--- config.mk ---
export PLATFORM = sky130hd
export DESIGN_NAME = muldiv_unit_flat
export DESIGN_NICKNAME = d
export VERILOG_FILES = /design/src/rtl/muldiv_if.sv /design/src/rtl/muldiv_unit.sv /design/src/flat_wrapper.sv
export SDC_FILE = /design/constraint.sdc
export NUM_CORES = 2
export LEC_CHECK = 0
export CAP_MARGIN = 10
export CORE_MARGIN = 1.5
export CORE_UTILIZATION = 48
export CTS_CLUSTER_SIZE = 10
export DETAILED_ROUTE_END_ITERATION = 8
export DONT_BUFFER_PORTS = 1
export HOLD_SLACK_MARGIN = 0.05
export PLACE_DENSITY = 0.62
export REMOVE_ABC_BUFFERS = 1
export SLEW_MARGIN = 20
export SYNTH_ARGS = -nofsm -noshare
export SYNTH_HDL_FRONTEND = slang
export SYNTH_SLANG_ARGS = --single-unit
--- constraint.sdc ---
create_clock -name clk -period 11.15 [get_ports clk]
set_input_delay 1.115 -clock clk [delete_from_list [all_inputs] [get_ports clk]]
set_output_delay 1.115 -clock clk [all_outputs]
set_load 0.03 [all_outputs]
--- src/rtl/muldiv_if.sv ---
// Handshake and result bundle between the execute-stage pipeline and muldiv_unit.
interface muldiv_if #(
    parameter int WIDTH = 32
);
    logic             start_i;
    logic [1:0]       op_i;
    logic [WIDTH-1:0] a_i;
    logic [WIDTH-1:0] b_i;
    logic             cancel_i;
    logic             busy_o;
    logic             done_o;
    logic [WIDTH-1:0] hi_o;
    logic [WIDTH-1:0] lo_o;
    logic             divzero_o;

    modport master (
        output start_i, op_i, a_i, b_i, cancel_i,
        input  busy_o, done_o, hi_o, lo_o, divzero_o
    );

    modport slave (
        input  start_i, op_i, a_i, b_i, cancel_i,
        output busy_o, done_o, hi_o, lo_o, divzero_o
    );
endinterface

--- src/rtl/muldiv_unit.sv ---
// Multi-cycle MULT/MULTU/DIV/DIVU engine producing a registered HI/LO pair.
// Divide is restoring radix-2 on magnitudes with a sign fix-up on the last edge.
module muldiv_unit #(
    parameter int WIDTH   = 32,
    parameter int MUL_LAT = 2
) (
    input logic      clk,
    input logic      rst,
    muldiv_if.slave  bus
);
    localparam int CNT_W = $clog2(WIDTH + MUL_LAT + 1);

    typedef enum logic [1:0] {IDLE = 2'd0, MUL = 2'd1, DIV = 2'd2} state_e;

    state_e           state_q;
    logic [CNT_W-1:0] cnt_q;
    logic [WIDTH-1:0] opa_q, opb_q, rem_q, hi_q, lo_q;
    logic             sgn_q, negq_q, negr_q, done_q, dz_q;

    logic             accept_s, finishing_s, ge_s;
    logic [WIDTH:0]   rem_sh_s, diff_s;
    logic [WIDTH-1:0] rem_d, quo_d, quo_fix_s, rem_fix_s;
    logic [2*WIDTH-1:0] prod_s;

    function automatic logic [2*WIDTH-1:0] mul_full(input logic [WIDTH-1:0] a,
                                                    input logic [WIDTH-1:0] b,
                                                    input logic sgn);
        logic [2*WIDTH-1:0] ae, be;
        ae = sgn ? {{WIDTH{a[WIDTH-1]}}, a} : {{WIDTH{1'b0}}, a};
        be = sgn ? {{WIDTH{b[WIDTH-1]}}, b} : {{WIDTH{1'b0}}, b};
        return ae * be;
    endfunction

    function automatic logic [WIDTH-1:0] neg(input logic [WIDTH-1:0] x);
        return ~x + WIDTH'(1);
    endfunction

    function automatic logic [WIDTH-1:0] mag(input logic [WIDTH-1:0] x, input logic sgn);
        return (sgn && x[WIDTH-1]) ? neg(x) : x;
    endfunction

    // Handshake decode; the stall holds through the finishing cycle and drops when done_o rises.
    always_comb begin
        accept_s    = (state_q == IDLE) && bus.start_i && !bus.cancel_i;
        finishing_s = (state_q != IDLE) && (cnt_q == CNT_W'(1));
    end

    assign bus.busy_o    = !bus.cancel_i && (bus.start_i || (state_q != IDLE));
    assign bus.done_o    = done_q;
    assign bus.divzero_o = dz_q;
    assign bus.hi_o      = hi_q;
    assign bus.lo_o      = lo_q;

    // Datapath: one restoring-division step, final sign fix-up and the full product.
    always_comb begin
        rem_sh_s = {rem_q, opa_q[WIDTH-1]};
        diff_s   = rem_sh_s - {1'b0, opb_q};
        ge_s     = ~diff_s[WIDTH];
        if (ge_s) begin
            rem_d = diff_s[WIDTH-1:0];
        end else begin
            rem_d = rem_sh_s[WIDTH-1:0];
        end
        quo_d     = {opa_q[WIDTH-2:0], ge_s};
        quo_fix_s = negq_q ? neg(quo_d) : quo_d;
        rem_fix_s = negr_q ? neg(rem_d) : rem_d;
        prod_s    = mul_full(opa_q, opb_q, sgn_q);
    end

    // Control FSM and all result registers.
    always_ff @(posedge clk) begin
        if (rst) begin
            state_q <= IDLE;
            cnt_q   <= CNT_W'(0);
            opa_q   <= {WIDTH{1'b0}};
            opb_q   <= {WIDTH{1'b0}};
            rem_q   <= {WIDTH{1'b0}};
            hi_q    <= {WIDTH{1'b0}};
            lo_q    <= {WIDTH{1'b0}};
            sgn_q   <= 1'b0;
            negq_q  <= 1'b0;
            negr_q  <= 1'b0;
            done_q  <= 1'b0;
            dz_q    <= 1'b0;
        end else begin
            done_q <= 1'b0;
            dz_q   <= 1'b0;
            case (state_q)
                IDLE: begin
                    if (!accept_s) begin
                        state_q <= IDLE;
                    end else if (!bus.op_i[1]) begin
                        if (MUL_LAT == 1) begin
                            {hi_q, lo_q} <= mul_full(bus.a_i, bus.b_i, !bus.op_i[0]);
                            done_q       <= 1'b1;
                        end else begin
                            state_q <= MUL;
                            cnt_q   <= CNT_W'(MUL_LAT - 1);
                            opa_q   <= bus.a_i;
                            opb_q   <= bus.b_i;
                            sgn_q   <= !bus.op_i[0];
                        end
                    end else if (bus.b_i == {WIDTH{1'b0}}) begin
                        hi_q   <= bus.a_i;
                        lo_q   <= {WIDTH{1'b1}};
                        done_q <= 1'b1;
                        dz_q   <= 1'b1;
                    end else begin
                        state_q <= DIV;
                        cnt_q   <= CNT_W'(WIDTH);
                        opa_q   <= mag(bus.a_i, !bus.op_i[0]);
                        opb_q   <= mag(bus.b_i, !bus.op_i[0]);
                        rem_q   <= {WIDTH{1'b0}};
                        negq_q  <= !bus.op_i[0] && (bus.a_i[WIDTH-1] ^ bus.b_i[WIDTH-1]);
                        negr_q  <= !bus.op_i[0] && bus.a_i[WIDTH-1];
                    end
                end
                MUL: begin
                    if (bus.cancel_i) begin
                        state_q <= IDLE;
                        cnt_q   <= CNT_W'(0);
                    end else if (finishing_s) begin
                        {hi_q, lo_q} <= prod_s;
                        done_q       <= 1'b1;
                        state_q      <= IDLE;
                        cnt_q        <= CNT_W'(0);
                    end else begin
                        cnt_q <= cnt_q - CNT_W'(1);
                    end
                end
                DIV: begin
                    if (bus.cancel_i) begin
                        state_q <= IDLE;
                        cnt_q   <= CNT_W'(0);
                    end else if (finishing_s) begin
                        lo_q    <= quo_fix_s;
                        hi_q    <= rem_fix_s;
                        done_q  <= 1'b1;
                        state_q <= IDLE;
                        cnt_q   <= CNT_W'(0);
                    end else begin
                        rem_q <= rem_d;
                        opa_q <= quo_d;
                        cnt_q <= cnt_q - CNT_W'(1);
                    end
                end
                default: begin
                    state_q <= IDLE;
                    cnt_q   <= CNT_W'(0);
                end
            endcase
        end
    end
endmodule

--- src/flat_wrapper.sv ---
// flat-port wrapper written by rule: the top's interface ports become plain ports
module muldiv_unit_flat 
#(
    parameter int WIDTH   = 32,
    parameter int MUL_LAT = 2
)
  (clk, rst, bus_start_i, bus_op_i, bus_a_i, bus_b_i, bus_cancel_i, bus_busy_o, bus_done_o, bus_hi_o, bus_lo_o, bus_divzero_o);
  muldiv_if #(.WIDTH(WIDTH)) bus_i ();
  input logic clk;
  input logic rst;
  input wire logic [$bits(bus_i.start_i)-1:0] bus_start_i;
  input wire logic [$bits(bus_i.op_i)-1:0] bus_op_i;
  input wire logic [$bits(bus_i.a_i)-1:0] bus_a_i;
  input wire logic [$bits(bus_i.b_i)-1:0] bus_b_i;
  input wire logic [$bits(bus_i.cancel_i)-1:0] bus_cancel_i;
  output wire logic [$bits(bus_i.busy_o)-1:0] bus_busy_o;
  output wire logic [$bits(bus_i.done_o)-1:0] bus_done_o;
  output wire logic [$bits(bus_i.hi_o)-1:0] bus_hi_o;
  output wire logic [$bits(bus_i.lo_o)-1:0] bus_lo_o;
  output wire logic [$bits(bus_i.divzero_o)-1:0] bus_divzero_o;
  assign bus_i.start_i = bus_start_i;
  assign bus_i.op_i = bus_op_i;
  assign bus_i.a_i = bus_a_i;
  assign bus_i.b_i = bus_b_i;
  assign bus_i.cancel_i = bus_cancel_i;
  assign bus_busy_o = bus_i.busy_o;
  assign bus_done_o = bus_i.done_o;
  assign bus_hi_o = bus_i.hi_o;
  assign bus_lo_o = bus_i.lo_o;
  assign bus_divzero_o = bus_i.divzero_o;
  muldiv_unit #(.WIDTH(WIDTH), .MUL_LAT(MUL_LAT)) u_core (.clk(clk), .rst(rst), .bus(bus_i));
endmodule
==> impl_metrics.csv <==
group,metric,value,unit
die,die_area,0.128,mm^2
synth,ys_types,81,
synth,synth_fa_ha_area_share,54.5,%
sta,drv_slew,0,
detailed_routing,route.detailed.vias_per_inst,5.59,
detailed_routing,num_vias,46044,
critical_path,path_delay_family,"adder cells",
sta,min_period,10210,ps
sta,whs,469,ps
worst_hold_path,hp-class,"reg2reg",
cts,clk_latency,530,ps
global_routing,grt_pass1_wl,305000,um
detailed_routing,postRouteWirelength,197000,um
detailed_routing,drc,0,
cts,cts_setup_buffers,0,
sta,setup_viol,0,
die,die_height,357,um
critical_path,endpoint,"u_core.bus.hi_o[25]",
finish,fin_nets,8423,
critical_path,critPathCaptureType,"register",
cts,cts_resized,0,
global_routing,grt_max_degree,175,
synth,synth-xor-area-share,3.73,%
run_status,outcome,"complete, no violations",
critical_path,crit_start,"u_core.opb_q[1]",
detailed_routing,ant_nets,0,
detailed_routing,avgRoutedWirePerCell,24.0,um
finish,fill_cells,11805,
synth,yosysMostFrequentCell,"inv_1",
synth,async_flop_share,0,%
sta,fin_crit_sh,91.5,%
cts,htree_levels,4,
global_routing,gr-total-overflow,0,
placement,dp_hpwl,164000,um
synth,ys_top_cells_by_count,"inv_1 (1578), fa_1 (1420), nand2_1 (754), and2_1 (534), ha_1 (351)",
die,ios,137,
critical_path,critPathArrivalTime,10600,ps
critical_path,critPathMaxStageDelay,1120,ps
power_and_ir_drop,power_leakage,31.3,nW
placement,dp_cells,8200,
cts,cts-root-buf,"clkbuf_16",
synth,synth_cells,6819,
cts,cts.clk_slew.worst_paths,90,ps
sta,slew_headroom,19.4,%
synth,dominantRegCellSynth,"dfxtp_1",
detailed_routing,first_pass_iters,6,
flow_run,cap_viol_max_count,0,
synth,synth.avg_cell_area,8.84,um^2
cts,hold_buffers,0,
synth,synth_top_area_cell,"fa_1",
die,core,0.124,mm^2
synth,synth_edf_count,0,
critical_path,worstRegToRegCells,28,
synth,synth_compound_area_share,8.09,%
critical_path,r2r-end,"u_core.bus.hi_o[25]",
sta,hold_violations,0,
critical_path,crit_type,"reg2reg",
critical_path,reg2reg_slack,940,ps
sta,max_freq,98.0,MHz
finish,instances_no_fill,8234,
detailed_routing,drtIter0Drc,3359,
critical_path,crit_path_frequent_cell,"fa_1",
critical_path,critPathLaunchType,"register",
placement,port_buffers,0,
placement,place.gp.congestion,0.944,
sta,worst_pin_slew,1210,ps
sta,fin_skew,27.9,ps
power_and_ir_drop,ir_worst_vdd,0.000126,V
critical_path,critPathBufInv,6,
synth,yosysSeqAreaShare,5.74,%
die,die_x,357,um
sta,rsz0062_at_grt,"no",
cts,cts_buffer_depth,2,
critical_path,cp.required,11540,ps
global_routing,grt_usage,32.1,%
synth,ys_seq_elements,173,
critical_path,reg2reg_from,"u_core.opb_q[1]",
finish,drive_gt1_share,3.49,%
global_routing,antenna_found_initial,8,
critical_path,cp_max_fo,19,
global_routing,grt_pass1_vias,49270,
synth,synth_top_family_by_area,"adder cells",
critical_path,cp.depth,28,
synth,synth_simple_gate_area_share,15.1,%
die,rows,129,
power_and_ir_drop,power.density,39.3,mW/mm^2
cts,cts_tree,"built",
sta,fin_tns_setup,0,ps
finish,syn_to_final_growth,3.71,%
cts,clock-sinks,173,
synth,syn_area,0.0603,mm^2
synth,synth_mux_area_share,0.531,%
critical_path,slowest_stage,"dfxtp_1",
synth,yosys-top-cells-area,"fa_1 (47%), inv_1 (9.8%), ha_1 (7.3%)",
cts,cts_made_buffers,17,
synth,synth_warnings,0,
die,start_util,48.6,%
synth,yosys.area.top_type_share,47.2,%
==> registers in the layout, indices dropped and copies added (netlist names) <==
| signal | cells |
|---|---|
| u_core.opa_q | 32 |
| u_core.bus.done_o | 1 |
| u_core.negq_q | 1 |
| u_core.opb_q | 32 |
| u_core.bus.lo_o | 32 |
| u_core.bus.divzero_o | 1 |
| u_core.state_q | 2 |
| u_core.sgn_q | 1 |
| u_core.bus.hi_o | 32 |
| u_core.rem_q | 32 |
| u_core.negr_q | 1 |
| u_core.cnt_q | 6 |
==> through the flow <==
stage / instance area [um^2] / power (mW) / util, % / setup WS (ps)
finish: 62500 / 2.46 / 50.4 / 945
global route: 62500 / 2.58 / 50.4 / 420
CTS: 62500 / 2.45 / 50.4 / 1030
detailed placement: 61900 / 1.78 / 49.9 / 1020
global placement: 61900 / 1.77 / 49.9 / 1080
floorplan: 58800 / 1.35 / - / 1650
==> worst min path at each step <==
stage                startpoint          endpoint  cells after the start
4_1_cts        u_core.rem_q[30]  u_core.rem_q[30]                      2
3_5_place_dp   u_core.rem_q[30]  u_core.rem_q[30]                      2
2_1_floorplan  u_core.rem_q[30]  u_core.rem_q[30]                      2
5_1_grt        u_core.rem_q[24]  u_core.rem_q[24]                      2
6_report       u_core.rem_q[30]  u_core.rem_q[30]                      2
3_3_place_gp   u_core.rem_q[30]  u_core.rem_q[30]                      2
==> power by group <==
group          switching [mW]  internal, mW  total, mW
Sequential              0.120         0.646      0.766
Clock                   0.363         0.307      0.670
Combinational           0.677         0.343       1.02
Total                    1.16          1.30       2.46
==> area by class of cell <==
cell class | count | area [um^2] | area share [%]
Sequential cell | 173 | 3490 | 5.58
Timing Repair Buffer | 129 | 981 | 1.57
Antenna cell | 2 | 5.00 | 0.00800
Inverter | 1583 | 5940 | 9.50
Clock buffer | 17 | 425 | 0.680
Clock inverter | 15 | 185 | 0.296
Multi-Input combinational cell | 4678 | 49400 | 79.1
Tap cell | 1637 | 2050 | 3.28
==> worst reg2reg max path: cells and delay by family, from the launching register on <==
family | cells | cell delay (ps)
fa+ha+maj | 11 | 5070
simple gates | 3 | 330
xor+xnor | 1 | 150
compound gates | 7 | 2710
flops | 1 | 1120
buf+inv | 6 | 720
==> cell families after synthesis <==
| group | after synthesis |
|---|---|
| buffers and inverters | 1968 |
| AND/OR/NAND/NOR | 1874 |
| adder cells (fa/ha/maj) | 1774 |
| AO/OA/AOI/OAI | 742 |
| XOR/XNOR | 257 |
| flip-flops | 173 |
| multiplexers | 31 |
==> placed cells by master, fill, tap and decap left out, types with 32 or more instances in the layout <==
| master | n |
|---|---|
| nand2_1 | 753 |
| nand3_1 | 40 |
| xor2_1 | 66 |
| and3_1 | 32 |
| a21o_1 | 62 |
| o21ai_0 | 138 |
| nor3_1 | 80 |
| buf_4 | 128 |
| o211ai_1 | 34 |
| a21oi_1 | 214 |
| nor4_1 | 33 |
| inv_1 | 1578 |
| xnor2_1 | 191 |
| nor2_1 | 260 |
| a221oi_1 | 41 |
| or3_1 | 39 |
| and2_1 | 534 |
| ha_1 | 348 |
| a211oi_1 | 63 |
| dfxtp_1 | 152 |
| fa_1 | 1420 |
==> routing by layer <==
layer / GRT usage [%] / part of all wire (%) / vias up
li1: - / - / 20013
met3: 7.55 / 8.5 / 346
met1: 41.0 / 39 / 24022
met2: 53.4 / 48 / 1653
met4: 11.4 / 4.3 / 10
met5: 0 / 0.036 / -
Note: power is estimated with default switching activity, not from simulation.
